## src/rtl/parking_pkg.sv

```systemverilog
// parking_pkg: shared state encoding, widths and per-slot passcodes for the parking exit path
package parking_pkg;
    localparam int SLOT_W    = 3;
    localparam int CODE_W    = 8;
    localparam int NUM_SLOTS = 8;

    typedef enum logic [2:0] {
        IDLE,
        GET_CODE,
        REQUEST,
        WAIT_RESP,
        OPEN,
        REJECT,
        LOCKOUT
    } state_t;

    // Passcode for each slot: running sums of 1,2,3,5,8,13,21,34
    function automatic logic [CODE_W-1:0] slot_code(input logic [SLOT_W-1:0] slot);
        logic [CODE_W-1:0] a, b, t, sum;
        a   = 8'd1;
        b   = 8'd2;
        sum = 8'd1;
        for (int i = 0; i < NUM_SLOTS; i++) begin
            if (i < int'(slot)) begin
                sum = sum + b;
                t   = a + b;
                a   = b;
                b   = t;
            end
        end
        return sum;
    endfunction
endpackage

```

## src/rtl/gate_timer.sv

```systemverilog
// gate_timer: loadable down-counter that stops at zero and flags expiry
module gate_timer #(
    parameter int W = 7
) (
    input  logic         clk,
    input  logic         rst_n,
    input  logic         load,
    input  logic [W-1:0] value,
    output logic         expired
);
    logic [W-1:0] cnt_q, cnt_d;

    // a load wins; otherwise count down and hold at zero
    always_comb cnt_d = load ? value : (cnt_q != '0 ? cnt_q - W'(1) : cnt_q);

    // counter register
    always_ff @(posedge clk or negedge rst_n)
        if (!rst_n) cnt_q <= '0;
        else        cnt_q <= cnt_d;

    assign expired = cnt_q == '0;
endmodule

```

## src/rtl/exit_gate_controller.sv

```systemverilog
// exit_gate_controller: keypad-driven exit request, occupancy-confirmed barrier and failure lockout.
// Build option EXIT_ENTRY_TIMEOUT_EN bounds the wait for the passcode byte with ENTRY_TIMEOUT cycles.
module exit_gate_controller
    import parking_pkg::*;
#(
    parameter int OPEN_CYCLES   = 16,
    parameter int RESP_WAIT     = 2,
    parameter int MAX_FAILS     = 3,
    parameter int LOCK_CYCLES   = 64,
    parameter int ENTRY_TIMEOUT = 32
) (
    input  logic              clock,
    input  logic              g1_reset_n,
    input  logic              key_valid,
    input  logic [7:0]        key_data,
    output logic              key_ready,
    input  logic [7:0]        occupied,
    input  logic              car_cleared,
    output logic              car_exit,
    output logic [SLOT_W-1:0] exit_from,
    output logic [CODE_W-1:0] exit_code,
    output logic              gate_open,
    output logic              result_ok,
    output logic              result_fail,
    output logic [2:0]        fail_count,
    output logic              locked
);
    localparam int M1   = OPEN_CYCLES > RESP_WAIT ? OPEN_CYCLES : RESP_WAIT;
    localparam int M2   = LOCK_CYCLES > ENTRY_TIMEOUT ? LOCK_CYCLES : ENTRY_TIMEOUT;
    localparam int TW   = $clog2(M1 > M2 ? M1 : M2) + 1;
`ifdef EXIT_ENTRY_TIMEOUT_EN
    localparam bit ENTRY_TO = 1'b1;
`else
    localparam bit ENTRY_TO = 1'b0;
`endif

    state_t            state_q, state_d;
    logic [SLOT_W-1:0] slot_q, slot_d;
    logic [CODE_W-1:0] code_q, code_d;
    logic [2:0]        fail_q, fail_d, fail_inc;
    logic              load, expired, xfer, req_phase;
    logic [TW-1:0]     load_val;

    gate_timer #(.W(TW)) u_timer (
        .clk    (clock),
        .rst_n  (g1_reset_n),
        .load   (load),
        .value  (load_val),
        .expired(expired)
    );

    assign key_ready   = state_q == IDLE || state_q == GET_CODE;
    assign xfer        = key_valid && key_ready;
    assign req_phase   = state_q == REQUEST || state_q == WAIT_RESP;
    assign car_exit    = state_q == REQUEST;
    assign exit_from   = req_phase ? slot_q : '0;
    assign exit_code   = req_phase ? code_q : '0;
    assign gate_open   = state_q == OPEN;
    assign result_fail = state_q == REJECT;
    assign locked      = state_q == LOCKOUT;
    assign fail_count  = fail_q;
    assign fail_inc    = fail_q == 3'd7 ? 3'd7 : fail_q + 3'd1;

    // state, latched request and failure count registers
    always_ff @(posedge clock or negedge g1_reset_n)
        if (!g1_reset_n) begin
            state_q <= IDLE;
            slot_q  <= '0;
            code_q  <= '0;
            fail_q  <= '0;
        end else begin
            state_q <= state_d;
            slot_q  <= slot_d;
            code_q  <= code_d;
            fail_q  <= fail_d;
        end

    // next state; durations load N-1 so the state lasts exactly N cycles
    always_comb begin
        state_d   = state_q;
        slot_d    = slot_q;
        code_d    = code_q;
        fail_d    = fail_q;
        load      = 1'b0;
        load_val  = '0;
        result_ok = 1'b0;
        case (state_q)
            IDLE:
                if (xfer) begin
                    if (key_data[7:3] != '0 || !occupied[key_data[2:0]]) state_d = REJECT;
                    else begin
                        slot_d   = key_data[2:0];
                        state_d  = GET_CODE;
                        load     = ENTRY_TO;
                        load_val = TW'(ENTRY_TIMEOUT - 1);
                    end
                end
            GET_CODE:
                if (xfer) begin
                    code_d  = key_data;
                    state_d = REQUEST;
                end else if (ENTRY_TO && expired) state_d = REJECT;
            REQUEST: begin
                state_d  = WAIT_RESP;
                load     = 1'b1;
                load_val = TW'(RESP_WAIT);
            end
            WAIT_RESP:
                if (expired) begin
                    if (!occupied[slot_q]) begin
                        state_d   = OPEN;
                        result_ok = 1'b1;
                        fail_d    = '0;
                        load      = 1'b1;
                        load_val  = TW'(OPEN_CYCLES - 1);
                    end else state_d = REJECT;
                end
            OPEN:
                if (car_cleared || expired) state_d = IDLE;
            REJECT: begin
                fail_d = fail_inc;
                if (fail_inc >= 3'(MAX_FAILS)) begin
                    state_d  = LOCKOUT;
                    load     = 1'b1;
                    load_val = TW'(LOCK_CYCLES - 1);
                end else state_d = IDLE;
            end
            LOCKOUT:
                if (expired) begin
                    state_d = IDLE;
                    fail_d  = '0;
                end
            default: state_d = IDLE;
        endcase
    end
endmodule

```

## config.mk

```make
export PLATFORM = sky130hd
export DESIGN_NAME = exit_gate_controller
export DESIGN_NICKNAME = d
export VERILOG_FILES = /design/src/rtl/parking_pkg.sv /design/src/rtl/gate_timer.sv /design/src/rtl/exit_gate_controller.sv
export SDC_FILE = /design/constraint.sdc
export NUM_CORES = 1
export LEC_CHECK = 0
export BUFFER_PORTS_ARGS = -buffer_cell sky130_fd_sc_hd__buf_4
export CAP_MARGIN = 5
export CORE_ASPECT_RATIO = 1.1
export CORE_MARGIN = 1.5
export CORE_UTILIZATION = 34
export CTS_CLUSTER_DIAMETER = 200
export DETAILED_ROUTE_END_ITERATION = 8
export PLACE_DENSITY = 0.64
export SYNTH_ARGS = -nofsm -noshare
export SYNTH_HDL_FRONTEND = slang
export SYNTH_SLANG_ARGS = --single-unit
```

## constraint.sdc

```tcl
create_clock -name clock -period 2.1 [get_ports clock]
set_clock_uncertainty 0.2 [all_clocks]
set_input_delay 0.21 -clock clock [delete_from_list [all_inputs] [get_ports clock]]
set_output_delay 0.21 -clock clock [all_outputs]
set_load 0.01 [all_outputs]
```

Yosys cells after proc, flatten, opt, wreduce, memory -nomap -nowiden

Index checks and enable logic that the tools add are counted.

Multiplexer cells: 32
Order comparisons: 3
Equal/unequal tests: 13
Add/sub/neg operators: 2
Reduce and logical (&&, ||, !) cells: 16
Bitwise operators: 1

Operators by type and width:

| operator                                           | number |
|---|---|
| 2-to-1 mux 3 bit                                   | 11 |
| one-hot mux 6 bit (4 select lines)                 | 1 |
| one-hot mux 3 bit (7 select lines)                 | 1 |
| 2-to-1 mux 7 bit                                   | 2 |
| == test 3 bit, second input constant               | 4 |
| 2-to-1 mux 5 bit                                   | 2 |
| one-hot mux 3 bit (3 select lines)                 | 1 |
| < comparator 3 x 4 -> 1 bit, second input constant | 2 |
| 2-to-1 mux 4 bit                                   | 2 |
| 2-to-1 mux 8 bit                                   | 1 |
| != test 2 bit, second input constant               | 4 |
| zero test 7 bit                                    | 1 |
| 2-to-1 mux 1 bit                                   | 7 |
| nonzero test 7 bit                                 | 1 |
| subtractor 7 x 1 -> 7 bit, second input constant   | 1 |
| binary-select mux 1 bit (select 3 bit)             | 2 |
| == test 3 x 2 -> 1 bit, second input constant      | 2 |
| 2-to-1 mux 6 bit                                   | 1 |
| AND reduction 5 bit                                | 1 |
| nonzero test 5 bit                                 | 1 |
| logical OR 1 bit                                   | 4 |
| != test 2 x 1 -> 1 bit, second input constant      | 2 |
| AND reduction 4 bit                                | 1 |
| adder 3 x 1 -> 3 bit, second input constant        | 1 |
| 11 further kinds                                   | 11 |

Word-level logic and storage cells: 72
Bits of input ports: 20
Output and inout port bits: 20
Flip-flop bits (word level): 24

Longest topological paths before layout

Depth after elaboration: 8
Gate-level depth with buffers: 6
Gate-level depth less buffers: 6

Modules after synthesis

A second synthesis with hierarchy kept.

Cells, all modules: 160
Area total of the unflattened synthesis: 1,590.3 µm²

Modules (own cells, without submodules):

| module               | cells each | times used | seq. area each (µm²) | area each (µm²) |
|---|---|---|---|---|
| exit_gate_controller | 117        | 1          | 425.4                | 1,156.1 |
| gate_timer           | 43         | 1          | 175.2                | 434.2 |

Least setup slack after synthesis

OpenSTA, ideal clock, no wires.

Path type: reg-to-reg
From: register u_timer.cnt_q[2]
To: register state_q[2]
Path slack: 0.263 ns
Data arrival time: 1.513 ns
Cell stages (with the launch flop): 5
Library setup time: 0.124 ns
Period minus slack after synthesis: 1.837 ns
Path buffers: 0
Required time: 1.776 ns
Path through: dfrtp_1 > nor4_1 > nand2_1 > a22o_1 > a211o_1

Word-level cells in the longest chain between the ends: 4
Elaborated cells on any way between the ends: 6
Those cells by class: eq/ne (3); reduce/logical (3)

Ends and longest elaborated chain:

| what                             | line                        | text |
|---|---|---|
| start: declaration               | gate_timer.sv:11            | `logic [W-1:0] cnt_q, cnt_d;` |
| start signal: assignment         | gate_timer.sv:19            | `else cnt_q <= cnt_d;` |
| zero test 7 bit *                | gate_timer.sv:21            | `assign expired = cnt_q == '0;` |
| logical OR 1 bit                 | exit_gate_controller.sv:119 | `if (car_cleared \|\| expired) state_d = IDLE;` |
| != test 2 x 1 -> 1 bit (no line) | --                          |  |
| AND reduction 5 bit (no line) *  | --                          |  |
| end signal: assignment           | exit_gate_controller.sv:72  | `state_q <= state_d;` |
| end: declaration                 | exit_gate_controller.sv:37  | `state_t state_q, state_d;` |

Every way passes the cells marked *; elsewhere a longest branch is shown, timed or not.
A chain may end at the register's enable or synchronous reset.

Worst setup path after layout

From: register slot_q[0]
To: output port result_ok

Word-level cells in the longest chain between the ends: 5

Ends and longest elaborated chain:

| what                                   | line                        | text |
|---|---|---|
| start: declaration                     | exit_gate_controller.sv:38  | `logic [SLOT_W-1:0] slot_q, slot_d;` |
| start signal: assignment               | exit_gate_controller.sv:73  | `slot_q <= slot_d;` |
| binary-select mux 1 bit (select 3 bit) | exit_gate_controller.sv:110 | `if (!occupied[slot_q]) begin` |
| 2-to-1 mux 1 bit (implied by the code) | exit_gate_controller.sv:110 |  |
| 2-to-1 mux 1 bit                       | exit_gate_controller.sv:110 |  |
| 2-to-1 mux 1 bit                       | exit_gate_controller.sv:109 | `if (expired) begin` |
| 2-to-1 mux 1 bit                       | exit_gate_controller.sv:87  | `case (state_q)` |
| end: declaration                       | exit_gate_controller.sv:23  | `output logic result_ok,` |

No other way between the ends. The select of a mux whose other input is x is not followed.

==> metrics <==
Die W=around 67 µm; die boundary height=roughly 73 µm; r2r startpoint=u_timer.cnt_q[0]; P&R area growth vs syn=36.6%; Net Count, Synth=around 170; Die Area=approximately 0.0049 mm²; H-tree levels=1; Hold Startpoint=key_data[1]; post-DP HPWL=about 2700 µm; Async SR Flop Fraction=1.00; fin cells=about 260; CP Launch Type=flop; Clock Pin Slew Worst Setup and Hold Paths=about 90 ps; Detail Route Antenna Nets=0; Final Cell Area=about 0.0021 mm²; Leakage=approximately 0.0010 µW; GP Congestion=between 0.7 and 0.8; final hold violations=0; GRT Residual Overflow=0; share of Yosys cell area claimed by the top area cell type=0.394; final worst setup slack=-43.8 ps; worst skew pair latency=between 200 and 300 ps; pwr dens=about 1100 mW/mm²; first-pass GRT wire length=a little under 6000 µm; DRC violations left=0; Sink Count=24; Min-Delay Endpoint=slot_q[1]; number of buffers created by CTS=3; mapped cell area=~0.0015 mm²; initial antenna violation count=0; cell taking the most area after synthesis=dfrtp_1; VDD IR-drop max=between 0.5 and 0.6 mV; XOR/XNOR share of the synthesized area=0.0230; post-synthesis sequential area ratio=0.394; post-synthesis mux area share=0.145; nets@finish=about 230; number of synthesized register bits=24; Adder-Cell Fraction of Synth Area=0.0312; worst r2r path cells=7; kind of critical path=flop to primary output; post-route minimum period=2140 ps; Reg-to-Reg End=state_q[1]; Ports=40; post-synthesis compound-gate area fraction=0.158; Post-Syn Instances=~150; maximum fanout along the worst path=6; Detailed Route WL=3600 µm; Initial DRC Count=65; Layout Utilization=0.483; Port Buf Inserts=39; hold crit path type=primary input to flop; largest net degree at the start of global routing=25; Slew @ Worst Pin=428 ps; Post-synth EDFFs=0; Max Cap Violations=0; Setup crit end kind=primary output; Root Buffer=clkbuf_8; max-slew violations=0; slew margin rel.=0.715; Starting Density=0.353; Initial DRT Pass Iterations=4; Via Count=roughly 1300; standard-cell rows=25; antenna fix cells=0; RSZ-0062 raised after global routing=yes; Tot Pwr=~2300 µW; Inst Count DP=around 240; main combinational cell family by area after synthesis=simple AND/OR/NAND/NOR gates; Synth Area in Simple Gates=0.221; DR vias/cell=about 5; crit path DAT=1730 ps; Overall Global Routing Usage=0.156; Critical Path RT=approximately 1700 ps; Yosys cell types=44; top post-synthesis cells by area=dfrtp_1 (39%), mux2_2 (8.1%), and2_1 (5.3%), mux2_4 (3.0%), a21oi_1 (2.6%); yosys warns=0; clock tree buffer depth=2; R2R Setup Slk=~190 ps; Final Hold Slack=~20 ps; total core area=roughly 0.0043 mm²; TritonCTS clock tree=done; Post-synth top flop=dfrtp_1; Peak Freq=466 MHz; routed length per instance=approximately 14 µm; Post-DP Area=around 0.0019 mm²; failing checks=setup timing; fin crit share=1.02; endpoints failing setup=1; hold path depth=2; Avg Inst Size Synth=between 10 and 15 µm²; share of cells above drive strength 1=0.388; status=finished, violations left; vias in the first global route=approximately 1200
-- cell usage after synthesis, types with 2 or more instances --
| cell | n |
|---|---|
| nor4_1 | 2 |
| a211o_1 | 3 |
| clkbuf_1 | 4 |
| dfrtp_1 | 24 |
| nor2_1 | 9 |
| and4_1 | 2 |
| o21ai_0 | 5 |
| o31ai_1 | 2 |
| ha_1 | 3 |
| xor2_1 | 2 |
| inv_1 | 6 |
| mux2_4 | 3 |
| nand2_1 | 10 |
| nand3b_1 | 2 |
| and3_1 | 3 |
| xnor2_1 | 2 |
| nand2b_1 | 4 |
| nor2b_1 | 2 |
| o32ai_1 | 2 |
| a21oi_1 | 8 |
| a2bb2oi_1 | 2 |
| and2_1 | 13 |
| mux2i_1 | 3 |
| nor3_1 | 2 |
| a31oi_1 | 2 |
| mux2_2 | 11 |
-- repair_timing --
item / in CTS / in global routing
pin swaps: 3 / 2
buffers inserted: 1 / 2
hold buffers: 6 / 0
hold endpoints to repair: 29 / 0
gates resized for setup: 8 / 3
setup endpoints to repair: 1 / 1
-- state kept, by name (all words and copies together) (netlist names) --
name / flops
slot_q: 3
u_timer.cnt_q: 7
code_q: 8
state_q: 3
fail_count: 3
-- layout by cell type, fill, tap and decap left out, drive strengths merged, types with 2 or more instances in the layout --
| cell | n |
|---|---|
| nand2b | 5 |
| clkbuf | 4 |
| dfrtp | 24 |
| a2bb2oi | 2 |
| nor2b | 2 |
| o21ai | 5 |
| a31oi | 2 |
| mux2 | 14 |
| a21oi | 8 |
| and4 | 2 |
| mux2i | 3 |
| and3 | 3 |
| or4 | 2 |
| o32ai | 2 |
| and2 | 13 |
| xor2 | 2 |
| buf | 47 |
| nor3 | 2 |
| nand3b | 2 |
| nand2 | 10 |
| o31ai | 2 |
| a211o | 3 |
| inv | 6 |
| xnor2 | 2 |
| nor2 | 9 |
| dlygate4sd3 | 6 |
| nor4 | 2 |
| ha | 3 |
-- routing by layer --
metal	up-vias	GRT usage	routed length, µm
li1	641	-	-
met1	618	0.215	1720
met2	35	0.259	1670
met3	2	0.0216	175
met4	0	0.0385	32
met5	-	0	0
-- per-stage QoR --
step	setup slack [ps]	setup TNS, ps
5_1_grt	-82.6	-82.6
3_3_place_gp	147	0
2_1_floorplan	263	0
3_5_place_dp	114	0
4_1_cts	-6.44	-6.44
6_report	-43.8	-43.8
-- how the worst max path moves through the flow --
| stage | from | end | slack (ps) | cells after the start |
|---|---|---|---|---|
| 5_1_grt | slot_q[0] | result_ok | -80 | 5 |
| 4_1_cts | slot_q[0] | result_ok | -6 | 5 |
| 3_5_place_dp | key_data[3] | slot_q[0] | 110 | 5 |
| 3_3_place_gp | slot_q[0] | result_ok | 150 | 5 |
| 6_report | slot_q[0] | result_ok | -40 | 5 |
| 2_1_floorplan | u_timer.cnt_q[2] | state_q[2] | 260 | 4 |
-- logic make-up (layout without fill, tap and decap cells) --
group           count (synthesis)  after routing
simple gates                   56             56
compound gates                 32             32
flops                          24             24
mux                            18             18
buf+inv                        11             63
fa+ha+maj                       4              4
xor+xnor                        4              4
-- final cells by class --
cell class / count / area, µm²
fill: 417 / 2230
multi-input combinational: 114 / 920
sequential: 24 / 602
timing repair buffer: 53 / 417
tap: 54 / 67.6
clock buffer: 4 / 55.1
inverter: 6 / 22.5
-- critical path, cell delays in order (launching register included) --
cell and delay (ps):
dfrtp_2 470, mux2_4 330, o22ai_4 180, or2_4 150
and4_4 230, buf_6 100
-- where the power goes --
group          switching [µW]  total, µW  internal (µW)
Clock                     162        330            168
Combinational             547       1200            651
Sequential                158        807            650
No activity file was read; power rests on OpenSTA's default activity.
